--- config.mk ---
export PLATFORM = sky130hd
export DESIGN_NAME = dcache_tag_ctrl_flat
export DESIGN_NICKNAME = d
export VERILOG_FILES = /design/src/rtl/dcache_tag_ctrl_pkg.sv /design/src/rtl/dcache_tag_ctrl_if.sv /design/src/rtl/dcache_tag_ctrl_cmp.sv /design/src/rtl/dcache_tag_ctrl.sv /design/src/flat_wrapper.sv
export SDC_FILE = /design/constraint.sdc
export NUM_CORES = 1
export LEC_CHECK = 0
export CAP_MARGIN = 20
export CORE_ASPECT_RATIO = 0.8
export CORE_MARGIN = 2
export CORE_UTILIZATION = 49
export DETAILED_ROUTE_END_ITERATION = 16
export HOLD_SLACK_MARGIN = 0.02
export PLACE_DENSITY = 0.86
export SETUP_SLACK_MARGIN = 0.15
export SLEW_MARGIN = 10
export SYNTH_ARGS = -nofsm -noshare
export SYNTH_HDL_FRONTEND = slang
export SYNTH_SLANG_ARGS = --single-unit
--- constraint.sdc ---
create_clock -name clk -period 3.3 [get_ports clk]
set_clock_uncertainty 0.2 [all_clocks]
set_input_delay 0.33 -clock clk [delete_from_list [all_inputs] [get_ports clk]]
set_output_delay 0.33 -clock clk [all_outputs]
set_load 0.02 [all_outputs]
--- src/rtl/dcache_tag_ctrl_pkg.sv ---
// Shared definitions for the D-cache tag controller.
// State encoding, address geometry and tag-entry layout helpers.
package dcache_tag_ctrl_pkg;

    localparam int LINE_OFS_W = 4;
    localparam int CADR_W     = 26;
    localparam int LADR_W     = CADR_W - LINE_OFS_W;
    localparam int META_W     = 2;

    typedef enum logic [2:0] {
        S_INIT   = 3'd0,
        S_IDLE   = 3'd1,
        S_LOOKUP = 3'd2,
        S_WBACK  = 3'd3,
        S_FILL   = 3'd4,
        S_UPDATE = 3'd5
    } state_e;

    // Entry is {valid, dirty, tag}; width depends on the index width.
    function automatic int entry_w(input int drw);
        return LADR_W - drw + META_W;
    endfunction

    function automatic int valid_pos(input int drw);
        return entry_w(drw) - 1;
    endfunction

    function automatic int dirty_pos(input int drw);
        return entry_w(drw) - 2;
    endfunction

endpackage

--- src/rtl/dcache_tag_ctrl_if.sv ---
// CPU access and memory-controller handshake bundle of the tag controller.
// The slave side is the controller; the master side drives requests and acks.
interface dcache_tag_ctrl_if;
    import dcache_tag_ctrl_pkg::*;

    logic              cpu_req;
    logic              cpu_wr;
    logic [CADR_W-1:0] cpu_adr;
    logic              cpu_ready;
    logic              cache_busy;
    logic              flush_req;
    logic              mem_wb_req;
    logic              mem_fill_req;
    logic [LADR_W-1:0] mem_line_adr;
    logic              mem_ack;

    modport master (
        output cpu_req, cpu_wr, cpu_adr, flush_req, mem_ack,
        input  cpu_ready, cache_busy, mem_wb_req, mem_fill_req,
        input  mem_line_adr
    );

    modport slave (
        input  cpu_req, cpu_wr, cpu_adr, flush_req, mem_ack,
        output cpu_ready, cache_busy, mem_wb_req, mem_fill_req,
        output mem_line_adr
    );

endinterface

--- src/rtl/dcache_tag_ctrl_cmp.sv ---
// Combinational tag compare: hit, dirty state and victim line address
// for the entry read back from the tag RAM.
module dcache_tag_cmp
    import dcache_tag_ctrl_pkg::*;
#(
    parameter int DRWIDTH = 9
) (
    input  logic [LADR_W-DRWIDTH+META_W-1:0] entry,
    input  logic [LADR_W-DRWIDTH-1:0]        req_tag,
    input  logic [DRWIDTH-1:0]               idx,
    output logic                             hit,
    output logic                             dirty,
    output logic                             wb_need,
    output logic [LADR_W-1:0]                victim_line
);

    localparam int TW = LADR_W - DRWIDTH;

    logic          valid;
    logic [TW-1:0] old_tag;

    assign valid       = entry[valid_pos(DRWIDTH)];
    assign dirty       = entry[dirty_pos(DRWIDTH)];
    assign old_tag     = entry[TW-1:0];
    assign hit         = valid && (old_tag == req_tag);
    assign wb_need     = !hit && valid && dirty;
    assign victim_line = {old_tag, idx};

endmodule

--- src/rtl/dcache_tag_ctrl.sv ---
// D-cache tag-side controller: lookup, writeback/fill sequencing,
// tag rewrite and the post-reset / flush invalidate walk.
module dcache_tag_ctrl
    import dcache_tag_ctrl_pkg::*;
#(
    parameter int DRWIDTH = 9
) (
    input  logic                             clk,
    input  logic                             rst,
    dcache_tag_ctrl_if.slave                 bus,
    output logic [DRWIDTH-1:0]               tag_radr,
    input  logic [LADR_W-DRWIDTH+META_W-1:0] tag_rdata,
    output logic [DRWIDTH-1:0]               tag_wadr,
    output logic [LADR_W-DRWIDTH+META_W-1:0] tag_wdata,
    output logic                             tag_wen
);

    localparam int TW = LADR_W - DRWIDTH;

    state_e              state_q, state_d;
    logic [DRWIDTH-1:0]  cnt_q, cnt_d;
    logic [LADR_W-1:0]   line_q, line_d;
    logic                wr_q, wr_d;
    logic [LADR_W-1:0]   mem_adr_q, mem_adr_d;

    logic [TW-1:0]       req_tag;
    logic [DRWIDTH-1:0]  idx;
    logic                hit, dirty, wb_need;
    logic [LADR_W-1:0]   victim_line;

    logic                ready;
    logic                busy;
    logic                wb_req;
    logic                fill_req;

    assign req_tag = line_q[LADR_W-1:DRWIDTH];
    assign idx     = line_q[DRWIDTH-1:0];

    dcache_tag_cmp #(
        .DRWIDTH (DRWIDTH)
    ) u_cmp (
        .entry       (tag_rdata),
        .req_tag     (req_tag),
        .idx         (idx),
        .hit         (hit),
        .dirty       (dirty),
        .wb_need     (wb_need),
        .victim_line (victim_line)
    );

    always_comb begin
        state_d   = state_q;
        cnt_d     = cnt_q;
        line_d    = line_q;
        wr_d      = wr_q;
        mem_adr_d = mem_adr_q;
        tag_radr  = idx;
        tag_wadr  = idx;
        tag_wdata = '0;
        tag_wen   = 1'b0;
        ready     = 1'b0;
        busy      = 1'b0;
        wb_req    = 1'b0;
        fill_req  = 1'b0;

        unique case (state_q)
            S_INIT: begin
                tag_wen  = 1'b1;
                tag_wadr = cnt_q;
                busy     = 1'b1;
                cnt_d    = cnt_q + DRWIDTH'(1);
                if (&cnt_q) state_d = S_IDLE;
            end
            S_IDLE: begin
                tag_radr = bus.cpu_adr[LINE_OFS_W +: DRWIDTH];
                if (bus.flush_req) begin
                    state_d = S_INIT;
                    cnt_d   = '0;
                end else if (bus.cpu_req) begin
                    line_d  = bus.cpu_adr[CADR_W-1:LINE_OFS_W];
                    wr_d    = bus.cpu_wr;
                    state_d = S_LOOKUP;
                end
            end
            S_LOOKUP: begin
                if (hit) begin
                    ready   = 1'b1;
                    state_d = S_IDLE;
                    // First store to a clean line marks it dirty.
                    if (wr_q && !dirty) begin
                        tag_wen   = 1'b1;
                        tag_wdata = {1'b1, 1'b1, req_tag};
                    end
                end else if (wb_need) begin
                    mem_adr_d = victim_line;
                    state_d   = S_WBACK;
                end else begin
                    mem_adr_d = line_q;
                    state_d   = S_FILL;
                end
            end
            S_WBACK: begin
                wb_req = 1'b1;
                if (bus.mem_ack) begin
                    mem_adr_d = line_q;
                    state_d   = S_FILL;
                end
            end
            S_FILL: begin
                fill_req = 1'b1;
                if (bus.mem_ack) state_d = S_UPDATE;
            end
            S_UPDATE: begin
                tag_wen   = 1'b1;
                tag_wdata = {1'b1, wr_q, req_tag};
                ready     = 1'b1;
                state_d   = S_IDLE;
            end
            default: begin
                state_d = S_INIT;
                cnt_d   = '0;
            end
        endcase

        // Hold every strobe quiet while reset is asserted.
        if (rst) begin
            tag_wen  = 1'b0;
            ready    = 1'b0;
            wb_req   = 1'b0;
            fill_req = 1'b0;
            busy     = 1'b1;
        end
    end

    assign bus.cpu_ready    = ready;
    assign bus.cache_busy   = busy;
    assign bus.mem_wb_req   = wb_req;
    assign bus.mem_fill_req = fill_req;
    assign bus.mem_line_adr = mem_adr_q;

    always_ff @(posedge clk) begin
        if (rst) begin
            state_q   <= S_INIT;
            cnt_q     <= '0;
            line_q    <= '0;
            wr_q      <= 1'b0;
            mem_adr_q <= '0;
        end else begin
            state_q   <= state_d;
            cnt_q     <= cnt_d;
            line_q    <= line_d;
            wr_q      <= wr_d;
            mem_adr_q <= mem_adr_d;
        end
    end

endmodule

--- src/flat_wrapper.sv ---
// flat-port wrapper written by rule: the top's interface ports become plain ports
module dcache_tag_ctrl_flat import dcache_tag_ctrl_pkg::*;
#(
    parameter int DRWIDTH = 9
)
  (clk, rst, tag_radr, tag_rdata, tag_wadr, tag_wdata, tag_wen, bus_cpu_req, bus_cpu_wr, bus_cpu_adr, bus_flush_req, bus_mem_ack, bus_cpu_ready, bus_cache_busy, bus_mem_wb_req, bus_mem_fill_req, bus_mem_line_adr);
  dcache_tag_ctrl_if bus_i ();
  input  logic clk;
  input  logic rst;
  output logic [DRWIDTH-1:0] tag_radr;
  input  logic [LADR_W-DRWIDTH+META_W-1:0] tag_rdata;
  output logic [DRWIDTH-1:0] tag_wadr;
  output logic [LADR_W-DRWIDTH+META_W-1:0] tag_wdata;
  output logic tag_wen;
  input wire logic [$bits(bus_i.cpu_req)-1:0] bus_cpu_req;
  input wire logic [$bits(bus_i.cpu_wr)-1:0] bus_cpu_wr;
  input wire logic [$bits(bus_i.cpu_adr)-1:0] bus_cpu_adr;
  input wire logic [$bits(bus_i.flush_req)-1:0] bus_flush_req;
  input wire logic [$bits(bus_i.mem_ack)-1:0] bus_mem_ack;
  output wire logic [$bits(bus_i.cpu_ready)-1:0] bus_cpu_ready;
  output wire logic [$bits(bus_i.cache_busy)-1:0] bus_cache_busy;
  output wire logic [$bits(bus_i.mem_wb_req)-1:0] bus_mem_wb_req;
  output wire logic [$bits(bus_i.mem_fill_req)-1:0] bus_mem_fill_req;
  output wire logic [$bits(bus_i.mem_line_adr)-1:0] bus_mem_line_adr;
  assign bus_i.cpu_req = bus_cpu_req;
  assign bus_i.cpu_wr = bus_cpu_wr;
  assign bus_i.cpu_adr = bus_cpu_adr;
  assign bus_i.flush_req = bus_flush_req;
  assign bus_i.mem_ack = bus_mem_ack;
  assign bus_cpu_ready = bus_i.cpu_ready;
  assign bus_cache_busy = bus_i.cache_busy;
  assign bus_mem_wb_req = bus_i.mem_wb_req;
  assign bus_mem_fill_req = bus_i.mem_fill_req;
  assign bus_mem_line_adr = bus_i.mem_line_adr;
  dcache_tag_ctrl #(.DRWIDTH(DRWIDTH)) u_core (.clk(clk), .rst(rst), .bus(bus_i), .tag_radr(tag_radr), .tag_rdata(tag_rdata), .tag_wadr(tag_wadr), .tag_wdata(tag_wdata), .tag_wen(tag_wen));
endmodule
==> flow_metrics.env <==
export IMPL_syn_area_um2=3070
export IMPL_cts_tree="done"
export IMPL_critPathArrivalTime_ns=2.62
export IMPL_final_nets=477
export IMPL_power_density_nw_per_um2=344
export IMPL_tightest_slew_ns=0.843
export IMPL_antenna_left=0
export IMPL_area_growth_pct=43.4
export IMPL_dp_hpwl_mm=5.82
export IMPL_rsz0062_at_grt="yes"
export IMPL_insertedDiodeCount=0
export IMPL_synthCells=321
export IMPL_dp_cells=496
export IMPL_viasPerCell=5.39
export IMPL_timing_hold_ws_ns=0.222
export IMPL_wirelength_mm=8.40
export IMPL_cts_buffers=9
export IMPL_grt_pass1_wl_mm=13.1
export IMPL_synth_area_leader_cell="dfxtp_1"
export IMPL_hold_viol=0
export IMPL_cts_buffer_depth=2
export IMPL_post_synth_top_count_cell="dfxtp_1"
export IMPL_first_pass_iters=4
export IMPL_power_mw=1.51
export IMPL_syn_avg_cell_area_um2=9.57
export IMPL_critPathKind="input port to output port"
export IMPL_stdcell_count=514
export IMPL_grt_pass1_vias=2671
export IMPL_ys_seq_elements=57
export IMPL_crit_fanout=11
export IMPL_ys_seq_area_share_pct=37.1
export IMPL_r2r_slack_ns=0.76
export IMPL_fmax_mhz=317
export IMPL_path_clk_slew_ns=0.06
export IMPL_start_kind="input port"
export IMPL_worstPathRequired_ns=2.77
export IMPL_io_buffers=102
export IMPL_cts_sinks=57
export IMPL_ys_top_cells_by_area="dfxtp_1 (37%), mux2i_1 (11%), mux2_2 (6.6%)"
export IMPL_cts_max_level=3
export IMPL_drv_cap=0
export IMPL_synth_warnings=0
export IMPL_drv_slew=0
export IMPL_outcome="completed"
export IMPL_die_w_um=92.5
export IMPL_die_area_um2=6920
export IMPL_finalSetupViolCount=0
export IMPL_clkLatencyLatePin_ns=0.33
export IMPL_drc=0
export IMPL_synth_edf_count=0
export IMPL_synth_distinct_cells=46
export IMPL_p_leak_nw=2.08
export IMPL_core_area_um2=5970
export IMPL_synth_common_cells="dfxtp_1 (57), nor2_1 (37), mux2i_1 (35)"
export IMPL_maxSlewHeadroom_pct=43.8
export IMPL_die_h_um=74.8
export IMPL_ioPinCount=107
export IMPL_drt_iter0_drc=113
export IMPL_synth_top_area_share_pct=37.1
export IMPL_rows=25
export IMPL_synthFlopType="dfxtp_1"
export IMPL_drive_gt1_share_pct=14.5
export IMPL_finalSetupTns_ns=0
export IMPL_num_vias=2770
export IMPL_synthArstFlopShare_pct=0
export IMPL_post_route_min_period_ns=3.15
export IMPL_min_period_over_period_pct=95.5
export IMPL_synth_nets=370
export IMPL_start_util_pct=51.4
export IMPL_cts_root_buffer="clkbuf_8"
export IMPL_track_usage_pct=24.3
export IMPL_grt_max_degree=43
export IMPL_hold_class="input port to register"
export IMPL_avgRoutedWirePerCell_um=16.4
export IMPL_gp_congestion=0.855
export IMPL_overflow=0
export IMPL_antenna_found_initial=0
export IMPL_end_kind="output port"
export IMPL_max_vdd_ir_drop_v=0.000313
-- routing by layer --
metal / global-route usage [%] / up-vias / part of all wire [%]
li1: - / 1336 / -
met1: 31.4 / 1349 / 44
met2: 41.3 / 79 / 49
met3: 5.51 / 6 / 5.3
met4: 7.46 / 0 / 0.82
met5: 0 / - / 0
-- area by class of cell --
| class | instances | area (um2) |
|---|---|---|
| Clock inverter | 6 | 82.6 |
| Tap cell | 81 | 101 |
| Sequential cell | 57 | 1140 |
| Clock buffer | 10 | 128 |
| Timing Repair Buffer | 117 | 1170 |
| Multi-Input combinational cell | 228 | 1730 |
| Fill cell | 427 | 1570 |
| Inverter | 15 | 56.3 |
-- layout by cell type, fill, tap and decap left out, types with 2 or more instances in the layout --
cell type and count:
a21oi_1 6, a31oi_1 13, and2_1 14, buf_4 14
bufinv_16 2, clkbuf_8 9, clkdlybuf4s50_1 86, clkinv_2 3
dfxtp_1 57, dlygate4sd2_1 2, dlymetal6s2s_1 13, ha_1 2
inv_1 15, mux2_2 18, mux2i_1 35, nand2_1 4
nand2b_1 20, nand3_1 3, nand3b_1 2, nand4_1 3
nor2_1 37, nor2b_1 5, nor3_1 6, nor3b_1 2
nor4_2 2, nor4b_1 2, o21ai_0 4, o21bai_1 2
o221a_1 11, o221a_2 2, or3_1 2, xnor2_1 5
xor2_1 13
-- worst max-delay path, stage by stage --
cell and delay, ns:
clkdlybuf4s50_1 0.44, xor2_1 0.17, nor4_2 0.26, buf_4 0.16
nand4_2 0.14, o21ai_4 0.24, buf_12 0.15, and2_1 0.12
clkdlybuf4s50_1 0.61
-- cells by family after synthesis --
kind of cell,count (synthesis),share of synthesized area [%]
muxes,53,18.0
xor gates and xnor gates,18,5.13
AOI/OAI and AO/OA,47,12.8
and+or+nand+nor,108,19.5
DFF,57,37.1
adders and majority gates,2,0.814
buffers and inverters,36,6.64
-- state kept, by name, indices dropped and copies added, names as in the netlist --
name	cells
u_core.wr_q	1
u_core.state_q	3
u_core.cnt_q	9
u_core.line_q	22
u_core.bus.mem_line_adr	22
-- stage by stage --
step	worst slack [ns]	util (%)	area (um2)
3_5_place_dp	0.0771	69.5	4150
4_1_cts	0.158	73.2	4380
5_1_grt	0.0440	73.8	4410
6_report	0.148	73.8	4410
3_3_place_gp	0.164	69.5	4150
2_1_floorplan	1.05	-	3070
-- power by group --
part	leakage [nW]	internal [mW]	total, mW	switching [mW]
sequential	0.459	0.691	0.695	0.00386
combinational	1.51	0.0727	0.124	0.0512
clock	0.106	0.421	0.696	0.275
-- repair_timing --
action / CTS / global route
hold buffers: 0 / 0
hold endpoints to repair: 0 / 0
pin swaps: 2 / 0
endpoints found under the setup margin: 16 / 14
setup buffers: 2 / 0
resized for setup: 2 / 13
-- worst paths after layout --
| kind | start | end | cells past startpoint |
|---|---|---|---|
| worst max-delay path | tag_rdata[2] | tag_wdata[1] | 9 |
| worst min-delay path | rst | u_core.line_q[4]$_SDFFE_PP0P_ | 2 |
| worst max register to register | u_core.cnt_q[0]$_SDFFE_PP0P_ | u_core.line_q[15]$_SDFFE_PP0P_ | 10 |
| worst min register to register | u_core.bus.mem_line_adr[0]$_SDFFE_PP0P_ | u_core.bus.mem_line_adr[0]$_SDFFE_PP0P_ | 2 |
(Power assumes the default switching activity.)
